[src/rtl/equal_prec_meter_pkg.sv]
// Shared definitions for the equal-precision frequency meter: FSM state codes,
// gate-select encodings and the saturating counter increment.
package meter_pkg;

    localparam logic [2:0] StIdle  = 3'd0;
    localparam logic [2:0] StArm   = 3'd1;
    localparam logic [2:0] StMeas  = 3'd2;
    localparam logic [2:0] StClose = 3'd3;
    localparam logic [2:0] StDone  = 3'd4;

    localparam logic [1:0] GATE_SEL_10MS  = 2'b00;
    localparam logic [1:0] GATE_SEL_100MS = 2'b01;
    localparam logic [1:0] GATE_SEL_1S    = 2'b10;

    // Counters narrower than 32 bits pass their own all-ones value as max_val.
    function automatic logic [31:0] sat_inc(input logic [31:0] val, input logic [31:0] max_val);
        return (val >= max_val) ? max_val : val + 32'd1;
    endfunction

endpackage

[src/rtl/equal_prec_meter_if.sv]
// Control and result bundle of the frequency meter core.
interface equal_prec_meter_if #(
    parameter int unsigned NX_W = 32,
    parameter int unsigned NS_W = 32
);
    logic            F_in;
    logic            Run;
    logic [1:0]      Gate_sel;
    logic [NX_W-1:0] Nx_out;
    logic [NS_W-1:0] Ns_out;
    logic            Result_valid;
    logic            Over_alarm;
    logic            No_signal;
    logic            Gate_open;
    logic            Busy;

    modport master (
        output F_in, Run, Gate_sel,
        input  Nx_out, Ns_out, Result_valid, Over_alarm, No_signal, Gate_open, Busy
    );

    modport slave (
        input  F_in, Run, Gate_sel,
        output Nx_out, Ns_out, Result_valid, Over_alarm, No_signal, Gate_open, Busy
    );
endinterface

[src/rtl/equal_prec_meter_freq_in_sync.sv]
// Two-flop synchroniser for the measured signal followed by a registered
// rising-edge detector producing a single-cycle pulse.
module freq_in_sync (
    input  logic Clock,
    input  logic Reset_n,
    input  logic F_in,
    output logic Edge
);

    // r_sync[1:0] is the synchroniser, r_sync[2] the previous synchronised level.
    logic [2:0] r_sync;
    logic       r_edge;

    always_ff @(posedge Clock or negedge Reset_n) begin
        if (!Reset_n) begin
            r_sync <= '0;
            r_edge <= 1'b0;
        end else begin
            r_sync <= {r_sync[1:0], F_in};
            r_edge <= r_sync[1] & ~r_sync[2];
        end
    end

    assign Edge = r_edge;

endmodule

[src/rtl/equal_prec_meter.sv]
// Reciprocal frequency measurement: counts input periods (Nx) and reference cycles (Ns)
// over a gate that opens and closes on edges of the measured signal.
module equal_prec_meter
    import meter_pkg::*;
#(
    parameter int unsigned NX_W        = 32,
    parameter int unsigned NS_W        = 32,
    parameter int unsigned GATE_CYC0   = 500_000,
    parameter int unsigned GATE_CYC1   = 5_000_000,
    parameter int unsigned GATE_CYC2   = 50_000_000,
    parameter int unsigned TIMEOUT_CYC = 100_000_000
) (
    input  logic                Clock,
    input  logic                Reset_n,
    equal_prec_meter_if.slave   bus
);

    localparam logic [31:0] NX_MAX = 32'((64'd1 << NX_W) - 64'd1);
    localparam logic [31:0] NS_MAX = 32'((64'd1 << NS_W) - 64'd1);

    logic            w_edge;
    logic [2:0]      r_state, w_state_d;
    logic [NX_W-1:0] r_nx, w_nx_d, w_nx_inc;
    logic [NS_W-1:0] r_ns, w_ns_d, w_ns_inc;
    logic [31:0]     r_gate_cnt, w_gate_cnt_d;
    logic [31:0]     r_gate_len, w_gate_len_d, w_sel_len;
    logic [31:0]     r_to_cnt, w_to_cnt_d;
    logic            r_ovf, w_ovf_d, w_timeout;
    logic [NX_W-1:0] r_nx_out;
    logic [NS_W-1:0] r_ns_out;
    logic            r_valid, r_over, r_nosig;

    freq_in_sync u_sync (
        .Clock   (Clock),
        .Reset_n (Reset_n),
        .F_in    (bus.F_in),
        .Edge    (w_edge)
    );

    assign w_nx_inc = NX_W'(sat_inc(32'(r_nx), NX_MAX));
    assign w_ns_inc = NS_W'(sat_inc(32'(r_ns), NS_MAX));

    always_comb begin
        case (bus.Gate_sel)
            GATE_SEL_10MS:  w_sel_len = GATE_CYC0;
            GATE_SEL_100MS: w_sel_len = GATE_CYC1;
            default:        w_sel_len = GATE_CYC2;
        endcase
    end

    always_comb begin
        w_state_d    = r_state;
        w_nx_d       = r_nx;
        w_ns_d       = r_ns;
        w_gate_cnt_d = r_gate_cnt;
        w_gate_len_d = r_gate_len;
        w_to_cnt_d   = r_to_cnt;
        w_ovf_d      = r_ovf;
        w_timeout    = 1'b0;
        unique case (r_state)
            StIdle: begin
                if (bus.Run) begin
                    w_state_d    = StArm;
                    w_gate_len_d = w_sel_len;
                    w_to_cnt_d   = '0;
                end
            end
            StArm: begin
                if (!bus.Run) begin
                    w_state_d = StIdle;
                end else if (w_edge) begin
                    w_state_d    = StMeas;
                    w_nx_d       = '0;
                    w_ns_d       = '0;
                    w_gate_cnt_d = '0;
                    w_ovf_d      = 1'b0;
                end else if (r_to_cnt == TIMEOUT_CYC) begin
                    w_state_d = StDone;
                    w_timeout = 1'b1;
                end else begin
                    w_to_cnt_d = r_to_cnt + 32'd1;
                end
            end
            StMeas: begin
                if (!bus.Run) begin
                    w_state_d = StIdle;
                end else begin
                    w_ns_d       = w_ns_inc;
                    w_ovf_d      = r_ovf | (&r_ns);
                    w_gate_cnt_d = r_gate_cnt + 32'd1;
                    if (w_edge) begin
                        w_nx_d  = w_nx_inc;
                        w_ovf_d = w_ovf_d | (&r_nx);
                    end
                    // An edge in the expiry cycle is counted but never closes the gate.
                    if (r_gate_cnt == r_gate_len - 32'd1) begin
                        w_state_d  = StClose;
                        w_to_cnt_d = '0;
                    end
                end
            end
            StClose: begin
                if (!bus.Run) begin
                    w_state_d = StIdle;
                end else begin
                    w_ns_d  = w_ns_inc;
                    w_ovf_d = r_ovf | (&r_ns);
                    if (w_edge) begin
                        w_nx_d    = w_nx_inc;
                        w_ovf_d   = w_ovf_d | (&r_nx);
                        w_state_d = StDone;
                    end else if (r_to_cnt == TIMEOUT_CYC) begin
                        w_state_d = StDone;
                        w_timeout = 1'b1;
                    end else begin
                        w_to_cnt_d = r_to_cnt + 32'd1;
                    end
                end
            end
            StDone: begin
                if (bus.Run) begin
                    w_state_d    = StArm;
                    w_gate_len_d = w_sel_len;
                    w_to_cnt_d   = '0;
                end else begin
                    w_state_d = StIdle;
                end
            end
            default: w_state_d = StIdle;
        endcase
    end

    always_ff @(posedge Clock or negedge Reset_n) begin
        if (!Reset_n) begin
            r_state    <= StIdle;
            r_nx       <= '0;
            r_ns       <= '0;
            r_gate_cnt <= '0;
            r_gate_len <= '0;
            r_to_cnt   <= '0;
            r_ovf      <= 1'b0;
            r_nx_out   <= '0;
            r_ns_out   <= '0;
            r_valid    <= 1'b0;
            r_over     <= 1'b0;
            r_nosig    <= 1'b0;
        end else begin
            r_state    <= w_state_d;
            r_nx       <= w_nx_d;
            r_ns       <= w_ns_d;
            r_gate_cnt <= w_gate_cnt_d;
            r_gate_len <= w_gate_len_d;
            r_to_cnt   <= w_to_cnt_d;
            r_ovf      <= w_ovf_d;
            r_valid    <= (w_state_d == StDone);
            // Results are loaded on the way into DONE so they appear with the valid pulse.
            if (w_state_d == StDone) begin
                r_nx_out <= w_timeout ? '0 : w_nx_d;
                r_ns_out <= w_timeout ? '0 : w_ns_d;
                r_over   <= w_ovf_d & ~w_timeout;
                r_nosig  <= w_timeout;
            end
        end
    end

    assign bus.Nx_out       = r_nx_out;
    assign bus.Ns_out       = r_ns_out;
    assign bus.Result_valid = r_valid;
    assign bus.Over_alarm   = r_over;
    assign bus.No_signal    = r_nosig;
    assign bus.Gate_open    = (r_state == StMeas) || (r_state == StClose);
    assign bus.Busy         = (r_state != StIdle);

endmodule

[src/flat_wrapper.sv]
// flat-port wrapper written by rule: the top's interface ports become plain ports
module equal_prec_meter_flat import meter_pkg::*;
#(
    parameter int unsigned NX_W        = 32,
    parameter int unsigned NS_W        = 32,
    parameter int unsigned GATE_CYC0   = 500_000,
    parameter int unsigned GATE_CYC1   = 5_000_000,
    parameter int unsigned GATE_CYC2   = 50_000_000,
    parameter int unsigned TIMEOUT_CYC = 100_000_000
)
  (Clock, Reset_n, bus_F_in, bus_Run, bus_Gate_sel, bus_Nx_out, bus_Ns_out, bus_Result_valid, bus_Over_alarm, bus_No_signal, bus_Gate_open, bus_Busy);
  equal_prec_meter_if #(.NX_W(NX_W), .NS_W(NS_W)) bus_i ();
  input  logic Clock;
  input  logic Reset_n;
  input wire logic [$bits(bus_i.F_in)-1:0] bus_F_in;
  input wire logic [$bits(bus_i.Run)-1:0] bus_Run;
  input wire logic [$bits(bus_i.Gate_sel)-1:0] bus_Gate_sel;
  output wire logic [$bits(bus_i.Nx_out)-1:0] bus_Nx_out;
  output wire logic [$bits(bus_i.Ns_out)-1:0] bus_Ns_out;
  output wire logic [$bits(bus_i.Result_valid)-1:0] bus_Result_valid;
  output wire logic [$bits(bus_i.Over_alarm)-1:0] bus_Over_alarm;
  output wire logic [$bits(bus_i.No_signal)-1:0] bus_No_signal;
  output wire logic [$bits(bus_i.Gate_open)-1:0] bus_Gate_open;
  output wire logic [$bits(bus_i.Busy)-1:0] bus_Busy;
  assign bus_i.F_in = bus_F_in;
  assign bus_i.Run = bus_Run;
  assign bus_i.Gate_sel = bus_Gate_sel;
  assign bus_Nx_out = bus_i.Nx_out;
  assign bus_Ns_out = bus_i.Ns_out;
  assign bus_Result_valid = bus_i.Result_valid;
  assign bus_Over_alarm = bus_i.Over_alarm;
  assign bus_No_signal = bus_i.No_signal;
  assign bus_Gate_open = bus_i.Gate_open;
  assign bus_Busy = bus_i.Busy;
  equal_prec_meter #(.NX_W(NX_W), .NS_W(NS_W), .GATE_CYC0(GATE_CYC0), .GATE_CYC1(GATE_CYC1), .GATE_CYC2(GATE_CYC2), .TIMEOUT_CYC(TIMEOUT_CYC)) u_core (.Clock(Clock), .Reset_n(Reset_n), .bus(bus_i));
endmodule
[config.mk]
export PLATFORM = sky130hd
export DESIGN_NAME = equal_prec_meter_flat
export DESIGN_NICKNAME = d
export VERILOG_FILES = /design/src/rtl/equal_prec_meter_pkg.sv /design/src/rtl/equal_prec_meter_if.sv /design/src/rtl/equal_prec_meter_freq_in_sync.sv /design/src/rtl/equal_prec_meter.sv /design/src/flat_wrapper.sv
export SDC_FILE = /design/constraint.sdc
export NUM_CORES = 1
export LEC_CHECK = 0
export ABC_AREA = 0
export BUFFER_PORTS_ARGS = -buffer_cell sky130_fd_sc_hd__buf_4
export CORE_ASPECT_RATIO = 0.7
export CORE_MARGIN = 3
export CORE_UTILIZATION = 38
export DETAILED_ROUTE_END_ITERATION = 8
export GPL_ROUTABILITY_DRIVEN = 0
export GPL_TIMING_DRIVEN = 0
export MAX_ROUTING_LAYER = met4
export PLACE_DENSITY = 0.57
export SLEW_MARGIN = 30
export SYNTH_ARGS = -nofsm -noshare
export SYNTH_HDL_FRONTEND = slang
export SYNTH_HIERARCHICAL = 1
export SYNTH_SLANG_ARGS = --single-unit
[constraint.sdc]
create_clock -name Clock -period 2.8 [get_ports Clock]
set_input_delay 0.28 -clock Clock [delete_from_list [all_inputs] [get_ports Clock]]
set_output_delay 0.28 -clock Clock [all_outputs]
set_load 0.05 [all_outputs]
==> impl_results.md, run 1 <==
* Max-cap violations at 0
* Cell taking the most area after synthesis: dfrtp_1
* FF-to-FF path depth at 8
* Most common library cells after synthesis: dfrtp_1 (209), nand2_1 (131), nor2_1 (100), nand3_1 (69), o21ai_0 (67)
* Fin nets at 1368
* Origin of the critical flop-to-flop path: u_core/r_gate_len[11]
* Post-synthesis sequential area ratio at 0.471
* # clock sinks at 209
* Post-synthesis instance total at 1227
* Initial antenna violation count at 0
* Htree depth at 1
* VDD IR max at 0.393 mV
* First-pass GRT wire length at 56.6 mm
* Via/cell ratio at 5.95
* Chip width at 210 microns
* Antenna-violating nets left at 0
* Final core occ at 0.483
* Period utilization at 1.03
* Ys Warns at 6
* P_leak at 0.00621 uW
* Mapped Nets at 1239
* Min-Delay Path Class: in -> async
* Hold Slack at 274 ps
* Initial core utilization at 0.393
* Clock latency on the worst-skew pair at 550 ps
* Fin cells at 1745
* Grt ovf at 0
* Layout Area Growth over Synthesis at 22.9%
* Die Y at 149 microns
* Switching fraction of total power at 0.306
* WP data required at 3230 ps
* Post-synthesis register bit count at 209
* Detailed Routing Iterations Pass 1 at 6
* IO Port Bufs at 74
* Final setup margin at -74.2 ps
* CTS max path bufs at 3
* Least-Margin Pin Slew at 820 ps
* Number of flops mapped to enable cells by yosys at 0
* CP endpoint kind: register
* Residual DRC count at 0
* WL/cell at 20.9 microns
* Sequential share of power at 0.434
* Root Buffer: clkbuf_16
* IO Count at 75
* Clock Skews at 22.5 ps
* Max-slew violations at 0
* RSZ-0062 raised after global routing: true
* Layout cells sized above 1 at 0.181
* Clock transition at the registers of the reported paths at 70 ps
* Period minus WS final at 2870 ps
* Final Hold Fails at 0
* Logic pwr share at 0.174
* CTS tree: done
* Clock share of power at 0.392
* TritonCTS Buffers at 23
* GR Util All Layers at 0.235
* Largest net degree at the start of global routing at 78
* Worst Setup SP: u_core/r_gate_len[11]
* Post-synth ARST share at 1.00
* Hpwl dp at 25.3 mm
* Synth Flop Type: dfrtp_1
* Synth top area share at 0.471
* Kind of critical path: reg -> reg
* Vias at 10400
* Worst slack, placed at -726 ps
* Sw Pwr at 2470 uW
* Number of fill cells at 2644
* Max_slew headroom at 0.453
* Syn avg cell area at 9.05 sq um
* Core Rows at 51
* Status: finished, violations left
* Worst setup SP type: register
* Top cells by area, synth: dfrtp_1 (47%), nand2_1 (4.4%), nor2_1 (3.4%)
* Setup tns final at -1090 ps
* Failing checks: setup timing
* Count of different cell masters after synthesis at 78
* CORE AREA at 28300 sq um
* Final setup violation count at 20
* Pint at 5590 uW
* Mapped Area at 11100 sq um
* Vias in the first global route at 9466
* Count leader, synth: dfrtp_1
* Critical path arrival at 3310 ps
* Inst Count DP at 1674
* Detailed Route Iter0 Violations at 1191
* Worst Path Max Fanout at 6
* Fmax at 0.348 GHz
* Power density over the cells at 591 nW/um^2
* Wirelength, routed at 36.4 mm
* Die Area at 31400 sq um
metrics by stage:
stage	total power (uW)	area, sq um
3_3_place_gp	4670	12100
6_report	8060	13700
3_5_place_dp	4700	12200
4_1_cts	8010	13300
2_1_floorplan	4250	11100
5_1_grt	8400	13700
power groups by stage:
stage          registers [uW]  logic [uW]  clock network, uW
2_1_floorplan            3490         760                  0
3_3_place_gp             3510        1160                  0
3_5_place_dp             3510        1190                  0
4_1_cts                  3480        1300               3230
5_1_grt                  3520        1530               3340
6_report                 3500        1400               3160
path summary, 6_finish.rpt:
| check | to | slack, ps |
|---|---|---|
| worst max-delay path | u_core/r_to_cnt[13] | -70 |
| worst min-delay path | u_core/r_ns[13] | 270 |
| worst max register to register | u_core/r_to_cnt[13] | -70 |
| worst min register to register | u_core/u_sync/r_sync[1] | 350 |
| max in group asynchronous | u_core/r_gate_len[16] | 1740 |
| min in group Clock | u_core/u_sync/r_sync[1] | 350 |
cell usage in the layout, fill, tap and decap left out, types with 30 or more instances in the layout:
master      n
and3_1     35
clkbuf_1   30
buf_4     103
dfrtp_1   208
nand4_1    48
nand2_1   131
o21ai_0    67
nor2_1     96
a21oi_1    55
nand3_1    65
critical path, cell delays in order (launching register included):
cell and delay (ps):
dfrtp_1 390, buf_6 150, buf_4 130, or4_4 540
or4_1 480, a32o_2 330, o211a_4 340, buf_8 150
a211o_1 250
sequential cells by signal, summed over array words and instances, names as in the netlist, 3 cells and up:
signal,flops
u_core/r_nx,32
u_core/r_ns,32
u_core/bus.Ns_out,32
u_core/r_gate_cnt,32
u_core/r_gate_len,6
u_core/bus.Nx_out,32
u_core/r_state,3
u_core/r_to_cnt,32
u_core/u_sync/r_sync,3
final cells by class:
class                      instances  area, sq um  share of cell area
multi-input combinational        916         5790               0.424
clock buffer                      29          638              0.0467
antenna                            1         2.50            0.000183
buffer                            60          330              0.0242
clock inverter                    13          136             0.00999
sequential                       209         5230               0.383
tap                              371          464              0.0340
timing repair buffer             111          922              0.0675
inverter                          35          140              0.0103
metal layers:
metal	routed length, microns	GRT usage
met4	519	0.0384
met1	18200	0.377
met5	0	-
met3	3490	0.0502
met2	14300	0.302
cells by family (layout without fill, tap and decap cells):
group           after synthesis  count (layout)  share of synthesized area
compound gates              312             312                      0.189
xor+xnor                     51              51                     0.0402
fa+ha+maj                     6               6                    0.00676
buf+inv                     102             248                     0.0367
flops                       209             209                      0.471
mux                           7               7                    0.00664
other cells                   0               1                          0
simple gates                540             540                      0.250
timing repair:
item                       CTS  global route
gates resized for setup     66            52
cloned                       1             2
hold endpoints to repair    61             0
pin swaps                   11            21
hold buffers                 4             0
buffers inserted            10            19
setup endpoints to repair  135           134
No activity file was read; power rests on OpenSTA's default activity.
==> run 2, diff against run 1 <==
CTS_BUF_LIST = sky130_fd_sc_hd__clkbuf_4   (was not set)
==> impl_results.md, run 2 (synthesized netlist as in run 1, its figures left out) <==
* Hpwl dp at 25.3 mm
* Die Area at 31400 sq um
* Worst Path Max Fanout at 6
* # clock sinks at 209
* Die Y at 149 microns
* IO Port Bufs at 74
* Max-cap violations at 0
* Top Usage Layer GRT: met1
* CTS max path bufs at 3
* RSZ-0062 raised after global routing: true
* Chip width at 210 microns
* Kind of critical path: reg -> reg
* WL/cell at 20.4 microns
* IO Count at 75
* Fmax at 0.348 GHz
* Via/cell ratio at 5.86
* Period utilization at 1.03
* Grt ovf at 0
* Period minus WS final at 2880 ps
* M3 GR Usage at 0.0639
* Final setup margin at -77.3 ps
* Most frequent cells in the layout: dfrtp_1 (208), nand2_1 (131), buf_4 (101)
* Wirelength, routed at 36.6 mm
* Clock transition at the registers of the reported paths at 70 ps
* Final setup violation count at 21
* Clock Skews at 35.4 ps
* CORE AREA at 28300 sq um
* Layout Area Growth over Synthesis at 21.1%
* Critical path arrival at 3470 ps
* Vias in the first global route at 9699
* Fin nets at 1392
* Worst setup SP type: register
* Antenna-violating nets left at 0
* CTS tree: done
* Root Buffer: clkbuf_4
* Max-slew violations at 0
* Detailed Routing Iterations Pass 1 at 5
* Min-Delay Path Class: in -> async
* Clock latency on the worst-skew pair at 720 ps
* Detailed Route Iter0 Violations at 1042
* Final core occ at 0.476
* Power density over the cells at 556 nW/um^2
* GR Util All Layers at 0.238
* Largest net degree at the start of global routing at 78
* WP data required at 3400 ps
* First-pass GRT wire length at 57.0 mm
* Htree depth at 2
* Core Rows at 51
* Least-Margin Pin Slew at 823 ps
* Max_slew headroom at 0.451
* Initial antenna violation count at 2
* Worst Setup SP: u_core/r_gate_len[16]
* VDD IR max at 0.308 mV
* Status: finished, violations left
* Vias at 10500
* TritonCTS Buffers at 52
* GR Util met1 at 0.368
* Commonest non-fill, non-tap cell in the layout: dfrtp_1
* Initial core utilization at 0.393
* Residual DRC count at 0
* Total chip power at 7480 uW
* Layout cells sized above 1 at 0.194
* Grt met2 use at 0.303
* Origin of the critical flop-to-flop path: u_core/r_gate_len[16]
* Worst slack, placed at -726 ps
* Failing checks: setup timing
* Final Hold Fails at 0
* P_leak at 0.00620 uW
* CP endpoint kind: register
==> run 2: cell count changes in the layout (fill, tap and decap cells not counted), moves of 2 or more <==
cell	delta
clkinvlp_4	-2
buf_2	-2
clkbuf_16	-23
inv_2	+2
clkinv_1	+17
buf_4	-2
nor4_2	-2
clkinv_2	-4
clkbuf_4	+73
clkbuf_8	-4
==> run 2: cell type report <==
cell class	instances	area, sq um
Tap cell	371	464
Multi-Input combinational cell	916	5770
Fill cell	2725	14800
Clock buffer	72	541
Buffer	60	312
Antenna cell	2	5.00
Inverter	35	135
Clock inverter	22	113
Sequential cell	209	5230
Timing Repair Buffer	106	881
==> run 2: per-stage QoR <==
stage	TNS [ps]	std cells	instance area (sq um)	hold WS (ps)
after floorplan	0	1227	11100	-15.6
after global placement	-64470	1672	12100	337
after detailed placement	-33700	1674	12200	258
after CTS	-209	1778	13200	88.1
after global routing	-3290	1793	13500	132
final	-1170	1793	13500	114
==> run 2: where the power goes <==
part	internal [uW]	switching (uW)	total [uW]
Combinational	540	846	1390
Clock	1280	1320	2600
Sequential	3210	280	3490
==> run 2: per-layer routing <==
layer	up-vias	part of all wire	routed length (microns)
li1	4882	-	-
met1	5107	0.50	18400
met2	457	0.39	14200
met3	57	0.094	3450
met4	0	0.015	533
met5	-	0	0
==> run 2: path summary, 6_finish.rpt <==
kind | to | slack (ps) | cells after the start
min reg2reg | u_core/u_sync/r_sync[1] | 350 | 0
min | u_core/bus.Ns_out[4] | 110 | 2
max reg2reg | u_core/r_to_cnt[12] | -80 | 9
max in group asynchronous | u_core/r_gate_cnt[12] | 1890 | 3
max | u_core/r_to_cnt[12] | -80 | 9
min in group Clock | u_core/r_nx[0] | 190 | 4
==> run 2: repair_timing <==
| action | 4_1_cts | 5_1_grt |
|---|---|---|
| pin swaps | 11 | 24 |
| gates cloned | 1 | 0 |
| gates resized for setup | 69 | 33 |
| endpoints found under the setup margin | 134 | 138 |
| endpoints found under the hold margin | 212 | 0 |
| hold buffers | 4 | 0 |
| setup buffers | 10 | 16 |
==> run 2: critical path: stages, from the launching register on <==
cell,delay (ps)
dfrtp_2,460
buf_6,140
nor4_4,340
buf_4,210
nand4_1,170
a2111oi_4,360
nand4_1,290
o211a_4,390
buf_8,150
a211o_1,250
==> run 3, diff against run 2 <==
CORE_UTILIZATION = 30   (was 38)
PLACE_DENSITY = 0.48   (was 0.57)
==> impl_results.md, run 3 (synthesized netlist as in run 1, its figures left out) <==
* Status: finished, violations left
* Failing checks: setup timing
* Final setup violation count at 7
* Detailed Route Iter0 Violations at 1092
* Grt ovf at 0
* Worst reg2reg setup slack at -70 ps
* IO Count at 75
* Antenna-violating nets left at 0
* Commonest non-fill, non-tap cell in the layout: dfrtp_1
* Largest delay share family, worst path: compound AO/OA/AOI/OAI gates
* TritonCTS Buffers at 56
* CORE AREA at 36200 sq um
* Kind of critical path: reg -> reg
* Max-cap violations at 0
* WL/cell at 20.5 microns
* CTS tree: done
* Vias at 10600
* Pint at 5170 uW
* Clock latency on the worst-skew pair at 740 ps
* Min-Delay Path Class: in -> async
* Total chip power at 7680 uW
* Logic pwr share at 0.183
* CTS max path bufs at 3
* VDD IR max at 0.241 mV
* WP data required at 3410 ps
* # clock sinks at 209
* Period utilization at 1.02
* Hpwl dp at 27.2 mm
* Core Rows at 58
* Clock share of power at 0.362
* Largest net degree at the start of global routing at 82
* Root Buffer: clkbuf_4
* Vias in the first global route at 10000
* Worst Path Max Fanout at 8
* CP endpoint kind: register
* Power density over the cells at 559 nW/um^2
* Layout cells sized above 1 at 0.201
* Sequential share of power at 0.454
* Clock transition at the registers of the reported paths at 70 ps
* Period minus WS final at 2870 ps
* GR Util All Layers at 0.201
* Sw Pwr at 2510 uW
* Fin nets at 1396
* Final setup margin at -68.0 ps
* Detailed Routing Iterations Pass 1 at 6
* RSZ-0062 raised after global routing: true
* Die Y at 167 microns
* WP buf/inv at 1
* IO Port Bufs at 74
* Most frequent cells in the layout: dfrtp_1 (207), nand2_1 (131), buf_4 (102)
* P_leak at 0.00627 uW
* Slowest stage delay, CP at 570 ps
* Chip width at 236 microns
* Layout Area Growth over Synthesis at 23.7%
* Clock Skews at 57.7 ps
* Hold Slack at 66.5 ps
* Least-Margin Pin Slew at 836 ps
* Die Area at 39400 sq um
* CP max stage cell: or4_4
* Fmax at 0.349 GHz
* Final Hold Fails at 0
* Via/cell ratio at 5.54
* Switching fraction of total power at 0.327
* Initial core utilization at 0.307
* Max-slew violations at 0
* First-pass GRT wire length at 60.8 mm
* Worst path cell trace: or4_4, or4_1, a32o_1, o211a_4, buf_6, a221o_1
* Initial antenna violation count at 5
* Worst setup SP type: register
* Wirelength, routed at 39.2 mm
* Htree depth at 2
* Max_slew headroom at 0.443
* Residual DRC count at 0
* Final core occ at 0.380
* Critical path arrival at 3480 ps
[run 3: layer usage]
metal / global-route usage / share of wire / vias to the layer above / wire length [microns]
met2: 0.250 / 0.38 / 407 / 15000
met5: - / 0 / - / 0
li1: - / - / 4882 / -
met4: 0.0510 / 0.019 / 0 / 739
met1: 0.312 / 0.51 / 5228 / 19800
met3: 0.0566 / 0.092 / 61 / 3620
[run 3: what timing repair did]
action	4_1_cts	5_1_grt
resized for setup	71	55
setup buffers	16	10
endpoints found under the hold margin	216	0
gates cloned	1	1
pin swaps	11	21
endpoints found under the setup margin	165	138
hold buffers	4	0
[run 3: path summary, 6_finish.rpt]
check                           cells past startpoint                 endpoint               startpoint
worst min-delay path                                2    u_core/bus.Ns_out[13]                  Reset_n
max in group asynchronous                           3    u_core/r_gate_len[16]                  Reset_n
worst max-delay path                                6      u_core/r_to_cnt[15]    u_core/r_gate_len[23]
min in group Clock                                  3           u_core/r_ns[3]                  bus_Run
worst max register to register                      6      u_core/r_to_cnt[15]    u_core/r_gate_len[23]
worst min register to register                      0  u_core/u_sync/r_sync[1]  u_core/u_sync/r_sync[0]
[run 3: worst reg2reg max path, delay by kind of cell (launching register included)]
kind | cells | cell delay (ps)
DFF | 1 | 500
buffers and inverters | 1 | 140
and+or+nand+nor | 2 | 1060
AOI/OAI and AO/OA | 3 | 1090
[run 3: power by group through the flow]
stage                     clock, uW  sequential [uW]  combinational (uW)
after floorplan                   0             3490                 760
after global placement            0             3510                1190
after detailed placement          0             3510                1200
after CTS                      2910             3480                1330
after global routing           3070             3520                1530
final                          2780             3490                1410
[run 3: layout make-up]
cell class | count | area [sq um]
diodes | 4 | 10.0
plain buffers | 59 | 348
clock buffers | 80 | 601
clock inverters | 19 | 104
fillers | 3703 | 22500
inverters | 35 | 138
multi-input cells | 916 | 5800
flip-flops and latches | 209 | 5230
well taps | 480 | 601
repair buffers | 107 | 915
[run 3: stage by stage]
stage / setup TNS (ps) / setup WS, ps / cell area [sq um] / cells
finish: -229 / -68.0 / 13700 / 1909
global route: -823 / -129 / 13700 / 1908
CTS: -8.69 / -4.77 / 13500 / 1897
detailed placement: -37780 / -700 / 12300 / 1783
global placement: -98430 / -610 / 12300 / 1781
floorplan: 0 / 142 / 11100 / 1227
